[config.mk]
export PLATFORM = sky130hd
export DESIGN_NAME = an_sec_decoder_seq
export DESIGN_NICKNAME = d
export VERILOG_FILES = /design/src/rtl/an_sec_decoder_seq.sv
export SDC_FILE = /design/constraint.sdc
export NUM_CORES = 1
export LEC_CHECK = 0
export CORE_MARGIN = 5
export CORE_UTILIZATION = 60
export CTS_BUF_LIST = sky130_fd_sc_hd__clkbuf_2
export CTS_CLUSTER_DIAMETER = 40
export DETAILED_ROUTE_END_ITERATION = 12
export PLACE_DENSITY_LB_ADDON = 0.15
export REMOVE_ABC_BUFFERS = 1
export SYNTH_ARGS = -nofsm -noshare
export SYNTH_HDL_FRONTEND = slang
export SYNTH_SLANG_ARGS = --single-unit
[constraint.sdc]
create_clock -name clk -period 9.59 [get_ports clk]
set_clock_uncertainty 0.1 [all_clocks]
set_input_delay 1.4385 -clock clk [delete_from_list [all_inputs] [get_ports clk]]
set_output_delay 1.4385 -clock clk [all_outputs]
set_load 0.02 [all_outputs]
[src/rtl/an_sec_decoder_seq.sv]
// an_sec_decoder_seq: bit-serial single-error-correcting decoder for AN codes.
// The residue mod A is accumulated MSB-first. The matching arithmetic error
// +/-2^i is then found by stepping through 2^i mod A. Because of this, no
// residue lookup table is needed, and the block can be re-parametrised freely.
module an_sec_decoder_seq #(
  parameter int CW_W = 41,
  parameter int A    = 83,
  parameter int R_W  = 7,
  parameter int P_W  = 6
) (
  input  logic            clk,
  input  logic            rst,
  input  logic            in_valid,
  output logic            in_ready,
  input  logic [CW_W-1:0] in_cw,
  output logic            out_valid,
  input  logic            out_ready,
  output logic [CW_W-1:0] out_cw,
  output logic [1:0]      out_status,
  output logic [P_W-1:0]  out_pos,
  output logic            out_sign
);

  typedef enum logic [2:0] {IDLE, REM, SEARCH, CORR, DONE} state_t;

  localparam logic [R_W:0]    A_X  = (R_W+1)'(A);
  localparam logic [R_W-1:0]  A_R  = R_W'(A);
  localparam logic [P_W-1:0]  LAST = P_W'(CW_W - 1);
  localparam logic [CW_W-1:0] ONE  = CW_W'(1);

  state_t          state;
  logic [CW_W-1:0] cw_q;
  logic [R_W-1:0]  r;
  logic [R_W-1:0]  p;
  logic [P_W-1:0]  i;
  logic [P_W-1:0]  k;
  logic [P_W-1:0]  pos_q;
  logic            sign_q;

  logic [R_W:0]    t, t_sub, p2, p2_sub;
  logic [R_W-1:0]  r_next, p_next, a_minus_p;
  logic [CW_W-1:0] cw_corr;

  // Acceptance is allowed only while idle and out of reset.
  assign in_ready = (state == IDLE) && !rst;

  // Next-step arithmetic: residue step, power-of-two step, and correction.
  always_comb begin
    // NOTE: every always_comb output gets a value on every path; otherwise a latch is inferred.
    t         = {r, cw_q[k]};
    t_sub     = t - A_X;
    r_next    = (t >= A_X) ? t_sub[R_W-1:0] : t[R_W-1:0];
    p2        = {p, 1'b0};
    p2_sub    = p2 - A_X;
    p_next    = (p2 >= A_X) ? p2_sub[R_W-1:0] : p2[R_W-1:0];
    a_minus_p = A_R - p;
    cw_corr   = sign_q ? (cw_q + (ONE << pos_q)) : (cw_q - (ONE << pos_q));
  end

  // Control FSM and datapath registers. Outputs are loaded only when entering DONE.
  always_ff @(posedge clk) begin
    // NOTE: sequential state uses non-blocking (<=) so every register samples pre-edge values.
    if (rst) begin
      state      <= IDLE;
      cw_q       <= '0;
      r          <= '0;
      p          <= '0;
      i          <= '0;
      k          <= '0;
      pos_q      <= '0;
      sign_q     <= 1'b0;
      out_valid  <= 1'b0;
      out_cw     <= '0;
      out_status <= 2'd0;
      out_pos    <= '0;
      out_sign   <= 1'b0;
    end else begin
      case (state)
        IDLE: begin
          if (in_valid) begin
            cw_q  <= in_cw;
            r     <= '0;
            k     <= LAST;
            state <= REM;
          end
        end
        REM: begin
          r <= r_next;
          if (k == '0) begin
            if (r_next == '0) begin
              out_cw     <= cw_q;
              out_status <= 2'd0;
              out_pos    <= '0;
              out_sign   <= 1'b0;
              out_valid  <= 1'b1;
              state      <= DONE;
            end else begin
              p     <= R_W'(1);
              i     <= '0;
              state <= SEARCH;
            end
          end else begin
            k <= k - 1'b1;
          end
        end
        SEARCH: begin
          if (r == p) begin
            pos_q  <= i;
            sign_q <= 1'b0;
            state  <= CORR;
          end else if (r == a_minus_p) begin
            pos_q  <= i;
            sign_q <= 1'b1;
            state  <= CORR;
          end else if (i == LAST) begin
            out_cw     <= cw_q;
            out_status <= 2'd2;
            out_pos    <= '0;
            out_sign   <= 1'b0;
            out_valid  <= 1'b1;
            state      <= DONE;
          end else begin
            p <= p_next;
            i <= i + 1'b1;
          end
        end
        CORR: begin
          out_cw     <= cw_corr;
          out_status <= 2'd1;
          out_pos    <= pos_q;
          out_sign   <= sign_q;
          out_valid  <= 1'b1;
          state      <= DONE;
        end
        DONE: begin
          if (out_ready) begin
            out_valid <= 1'b0;
            state     <= IDLE;
          end
        end
        default: state <= IDLE;
      endcase
    end
  end

endmodule
==> impl_metrics.csv, run 1 <==
group,metric,value,unit
timing,fin_setup_tns,0,ns
grt,globalRoute.totalOverflow,0,
logic_synthesis,synth-main-ff-cell,"dfxtp_1",
timing,timing.hold.ws,0.3835,ns
timing,finalHoldViolations,0,
clock_tree,cts_buffer_depth,2,
setup_path,r2r_end,"out_cw[39]",
drt,vias,9470,
clock_tree,hold_buffers,0,
clock_tree,h-tree-depth,4,
logic_synthesis,synth_area,9478,µm²
die,fp.dieArea,18410,µm²
cells_and_area,final_nets,1412,
logic_synthesis,netlist_top_cells_area,"dfxtp_1 (27%), a21oi_1 (8.8%), ha_1 (7.3%), nand2_1 (7.2%), nor2_1 (5.3%)",
clock_tree,clk_pin_slew,0.22,ns
timing,rsz0062_at_grt,"false",
drt,routed_wl,27780,µm
grt,antenna_found_initial,1,
drt,drt_iter0_markers,771,
logic_synthesis,synth_commonest_cells,"nand2_1 (182), a21oi_1 (167), nor2_1 (133)",
logic_synthesis,synth_top_area_cell,"dfxtp_1",
power,vdd_drop_max,0.2739,mV
die,rows,46,
power,power.share.switching,0.4662,
timing,setup_violations,0,
placement,dp_hpwl,19770,µm
job,drv_cap,0,
timing,slew_headroom,0.3206,
logic_synthesis,async_flop_share,0,
die,core-area,15710,µm²
power,pwr-share-seq,0.289,
die,die_h,135.7,µm
clock_tree,cts_tree,"done",
grt,grt_max_degree,91,
timing,post-route-min-period,6.443,ns
timing,tightest_slew,1.019,ns
cells_and_area,regArea,2562,µm²
clock_tree,cts.sinks,128,
grt,grt_pass1_vias,8814,
setup_path,crit_fanout,24,
grt,grt_pass1_wl,45350,µm
die,io_pins,97,
cells_and_area,layout-drive-gt1-share,0.06798,
logic_synthesis,yosysSeqAreaShare,0.2704,
clock_tree,post-cts-setup-buffers,0,
clock_tree,cts_made_buffers,17,
cells_and_area,syn_to_final_growth,11.74,%
timing,fin_crit_sh,0.6719,
placement,portBuffers,96,
logic_synthesis,ys_warn_count,0,
power,total_power,2.697,mW
setup_path,crit_arrival,7.02,ns
setup_path,critPathKind,"flop to flop",
drt,first_pass_iters,5,
drt,ant_nets,0,
setup_path,critPathLaunchType,"flop",
placement,dp_cells,1508,
run_status,status,"finished, final reports clean",
worst_hold_path,min_to,"out_cw[36]",
timing,fmax,155.2,MHz
die,die_x,135.7,µm
worst_hold_path,hp-class,"flop to flop",
die,initial_core_util,0.6032,
cells_and_area,n_fill_cell,1435,
logic_synthesis,ys_ff_latch,128,
logic_synthesis,synth_edf_count,0,
clock_tree,cts_resized,0,
cells_and_area,stdcell_count,1541,
power,pwr-share-comb,0.579,
power,p_leak,4.001,nW
logic_synthesis,ys_types,76,
logic_synthesis,syn_avg_cell_area,7.405,µm²
drt,post_drt_via_cell_ratio,6.145,
logic_synthesis,synth_top_area_share,0.2704,
cells_and_area,multi_input_area,6342,µm²
logic_synthesis,syn_inst,1280,
setup_path,worstSetupEndpointType,"flop",
setup_path,reg2reg_from,"pos_q[5]",
grt,gr-usage-all-layers,0.3038,
worst_hold_path,worstHoldStart,"out_cw[36]",
power,powerDensity,254.6,nW/µm²
setup_path,r2r_slack,3.15,ns
clock_tree,root_buffer,"clkbuf_2",
power,p_sw,1.257,mW
clock_tree,clk_latency,0.74,ns
power,cellInternalPower,1.440,mW
setup_path,required,10.16,ns
worst_hold_path,hold_depth,2,
drt,drc,0,
timing,report.final.slew_viol_count,0,
setup_path,rr_worst_depth,22,
placement,gp_congestion,0.9752,
drt,wl_per_cell,18.03,µm
logic_synthesis,yosysMostFrequentCell,"nand2_1",
power,pwr-share-clk,0.133,
==> cell usage in the layout, fill, tap and decap left out, types with 21 or more instances in the layout <==
master and instances:
a21oi_1 167, xnor2_1 45, inv_1 32, a211oi_1 32, clkdlybuf4s50_1 95, a21o_1 25
xor2_1 21, nand2b_1 23, ha_1 55, dfxtp_1 128, nand2_1 181, o21ai_0 62
nand3_1 42, nor2_1 133, nor3_1 23
==> power by group through the flow <==
stage,Combinational (mW),Sequential [mW],Clock [mW]
detailed placement,1.54,0.788,0
finish,1.56,0.778,0.358
global placement,1.52,0.785,0
CTS,1.55,0.776,0.360
floorplan,1.03,0.837,0
global route,1.72,0.795,0.390
==> sequential cells by signal, indices dropped and copies added (netlist names) <==
signal / flops
sign_q: 1
state: 3
p: 7
cw_q: 41
out_valid: 1
out_pos: 6
k: 6
out_status: 2
out_sign: 1
out_cw: 41
pos_q: 6
i: 6
r: 7
==> layer usage <==
layer | up-vias | part of all wire | global-route usage
li1 | 4612 | - | -
met1 | 4421 | 0.45 | 0.4160
met3 | 53 | 0.071 | 0.06129
met4 | 0 | 0.030 | 0.1058
met5 | - | 0 | 0
met2 | 384 | 0.45 | 0.4779
==> per-stage QoR <==
| stage | util | worst slack (ns) | area [µm²] |
|---|---|---|---|
| after floorplan | - | 3.801 | 9029 |
| after detailed placement | 0.6583 | 3.429 | 10340 |
| final | 0.6740 | 3.147 | 10590 |
| after global placement | 0.6583 | 3.633 | 10340 |
| after CTS | 0.6738 | 3.382 | 10590 |
| after global routing | 0.6740 | 2.614 | 10590 |
==> critical path: stages (launching register included) <==
cell,delay [ns]
dfxtp_1,0.94
inv_1,0.21
nand2_1,0.29
nor2_1,0.17
nand3b_1,0.14
ha_1,0.30
inv_1,0.10
a21oi_1,0.27
o21ai_1,0.24
and2_1,0.24
o21ai_0,0.07
o21ai_0,0.13
ha_1,0.38
nand4_1,0.11
a21oi_1,0.14
a31oi_1,0.22
o2bb2ai_1,0.28
o31ai_1,0.84
a31oi_1,0.28
o21ai_0,0.37
nand4_1,0.16
mux2i_1,0.15
a311oi_2,0.24
==> kinds of logic after synthesis <==
logic type	synth area share
XOR/XNOR	0.06099
buffers and inverters	0.06086
AO/OA/AOI/OAI	0.2669
adder cells (fa/ha/maj)	0.07472
multiplexers	0.03511
AND/OR/NAND/NOR	0.2310
flip-flops	0.2704
==> worst max-delay path by stage <==
stage,cells after the start,from,to
detailed placement,22,pos_q[5],out_cw[39]
global route,22,pos_q[5],out_cw[39]
floorplan,15,k[2],out_status[0]
CTS,22,pos_q[5],out_cw[39]
finish,22,pos_q[5],out_cw[39]
global placement,22,pos_q[5],out_cw[39]
==> layout make-up <==
class,count,share of cell area
Multi-Input combinational cell,1023,0.5989
Sequential cell,128,0.2420
Timing Repair Buffer,107,0.09830
Tap cell,216,0.02552
Clock inverter,15,0.01500
Inverter,34,0.01205
Clock buffer,17,0.008034
Antenna cell,1,0.0002363
(Power assumes the default switching activity.)
==> inputs of run 2 (changes only) <==
- CORE_UTILIZATION: 60 -> 54
- clock period: 9.59 -> 5.4 ns (I/O delays scaled with it)
==> impl_metrics.csv, run 2 (synthesis gave the netlist of run 1 again) <==
group,metric,value,unit
run_status,status,"finished, final reports clean",
timing,slew_headroom,0.3232,
setup_path,rr_worst_depth,16,
setup_path,crit_fanout,48,
grt,grt_pass1_vias,8960,
cells_and_area,top_regs,"cw_q x41, out_cw x41",
grt,globalRoute.totalOverflow,0,
grt,grt_max_degree,73,
drt,post_drt_via_cell_ratio,6.022,
setup_path,worstSetupEndpointType,"flop",
grt,grt_pass1_wl,45940,µm
job,drv_cap,0,
power,total_power,5.005,mW
worst_hold_path,worstHoldStart,"out_status[0]",
setup_path,critPathLaunchType,"flop",
worst_hold_path,min_to,"out_status[0]",
cells_and_area,layout_commonest_cell,"nand2_1",
setup_path,critPathKind,"flop to flop",
grt,met3_usage,0.04738,
clock_tree,hold_buffers,0,
timing,post-route-min-period,5.058,ns
timing,fmax,197.7,MHz
grt,grt_util_met2,0.4429,
placement,portBuffers,96,
die,io_pins,97,
cells_and_area,post-route-util,0.6287,
drt,drt_iter0_markers,920,
drt,drc,0,
cells_and_area,final_nets,1437,
drt,wl_per_cell,17.87,µm
timing,fin_crit_sh,0.9366,
timing,finalHoldViolations,0,
clock_tree,cts_tree,"done",
grt,busiest_layer,"met2",
cells_and_area,syn_to_final_growth,14.34,%
clock_tree,cts_made_buffers,17,
clock_tree,cts_resized,0,
setup_path,reg2reg_from,"k[2]",
clock_tree,h-tree-depth,4,
drt,routed_wl,28140,µm
die,die_h,142.5,µm
die,core-area,17240,µm²
cells_and_area,n_fill_cell,1659,
die,fp.dieArea,20300,µm²
grt,gr-usage-all-layers,0.2768,
power,p_leak,4.137,nW
drt,vias,9485,
clock_tree,clk_pin_slew,0.22,ns
clock_tree,cts_buffer_depth,2,
worst_hold_path,hp-class,"flop to flop",
setup_path,required,5.97,ns
die,initial_core_util,0.5499,
grt,gr-usage-met1,0.3830,
cells_and_area,layout-drive-gt1-share,0.08599,
power,powerDensity,461.9,nW/µm²
cells_and_area,layout_common_cells,"nand2_1 (181), a21oi_1 (167), nor2_1 (133), dfxtp_1 (128), clkdlybuf4s50_1 (95)",
timing,setup_violations,0,
drt,first_pass_iters,6,
worst_hold_path,hold_depth,2,
clock_tree,post-cts-setup-buffers,0,
timing,rsz0062_at_grt,"false",
setup_path,crit_arrival,5.63,ns
clock_tree,cts.sinks,128,
setup_path,r2r_end,"out_cw[32]",
die,die_x,142.5,µm
placement,gp_congestion,0.9856,
timing,report.final.slew_viol_count,0,
clock_tree,root_buffer,"clkbuf_2",
grt,antenna_found_initial,1,
power,vdd_drop_max,0.3176,mV
timing,tightest_slew,1.014,ns
die,rows,48,
clock_tree,clk_latency,0.76,ns
setup_path,r2r_slack,0.34,ns
timing,fin_setup_tns,0,ns
placement,dp_hpwl,20380,µm
drt,ant_nets,0,
[run 2: cell types whose count changed in the layout (fill, tap and decap cells not counted), moves of 2 or more]
cell      change
clkinv_4      -3
buf_12        +2
buf_4        +23
inv_6         +3
[run 2: layer usage]
layer | up-vias | share of wire | routed length (µm)
li1 | 4649 | - | -
met4 | 0 | 0.022 | 627
met5 | - | 0 | 0
met3 | 46 | 0.069 | 1939
met1 | 4460 | 0.46 | 12950
met2 | 330 | 0.45 | 12620
[run 2: worst max path at each step]
stage                         from            end  depth (start not counted)
after floorplan               k[2]  out_status[0]                         15
after CTS                     k[2]     out_cw[32]                         16
final                         k[2]     out_cw[32]                         16
after detailed placement      k[2]  out_status[1]                         16
after global placement        k[2]  out_status[1]                         16
after global routing      pos_q[2]     out_cw[40]                         22
[run 2: worst max-delay path, stage by stage, from the launching register on]
cell and delay (ns):
dfxtp_1 1.04, nor2b_1 0.13, a2111oi_0 0.49, and4b_1 0.29, a211o_2 0.37, ha_1 0.24
o31a_1 0.26, or2_1 0.26, o21ai_1 0.13, a32oi_1 0.10, or3_1 0.32, o21ai_1 0.22
nand2_2 0.12, nor3_4 0.29, buf_12 0.26, nor2_1 0.08, a311oi_2 0.23
[run 2: power by group]
part / switching (mW) / internal (mW)
Combinational: 1.62 / 1.30
Sequential: 0.237 / 1.16
Clock: 0.424 / 0.270
[run 2: final cells by class]
type,instances,area [µm²],share of cell area
multi-input combinational,1023,6342,0.5853
timing repair buffer,132,1254,0.1157
clock buffer,18,90.09,0.008313
sequential,128,2562,0.2365
antenna,1,2.502,0.0002309
tap,225,281.5,0.02598
clock inverter,14,176.4,0.01628
inverter,34,127.6,0.01178
[run 2: stage by stage]
| stage | cells | instance area (µm²) | hold WS [ns] | worst slack (ns) |
|---|---|---|---|---|
| 2_1_floorplan | 1185 | 9029 | 0.3499 | -0.3887 |
| 3_3_place_gp | 1542 | 10570 | 0.3598 | 0.5378 |
| 3_5_place_dp | 1542 | 10570 | 0.3623 | 0.4722 |
| 4_1_cts | 1574 | 10830 | 0.3884 | 0.3929 |
| 5_1_grt | 1575 | 10840 | 0.4146 | 0.02520 |
| 6_report | 1575 | 10840 | 0.3870 | 0.3422 |
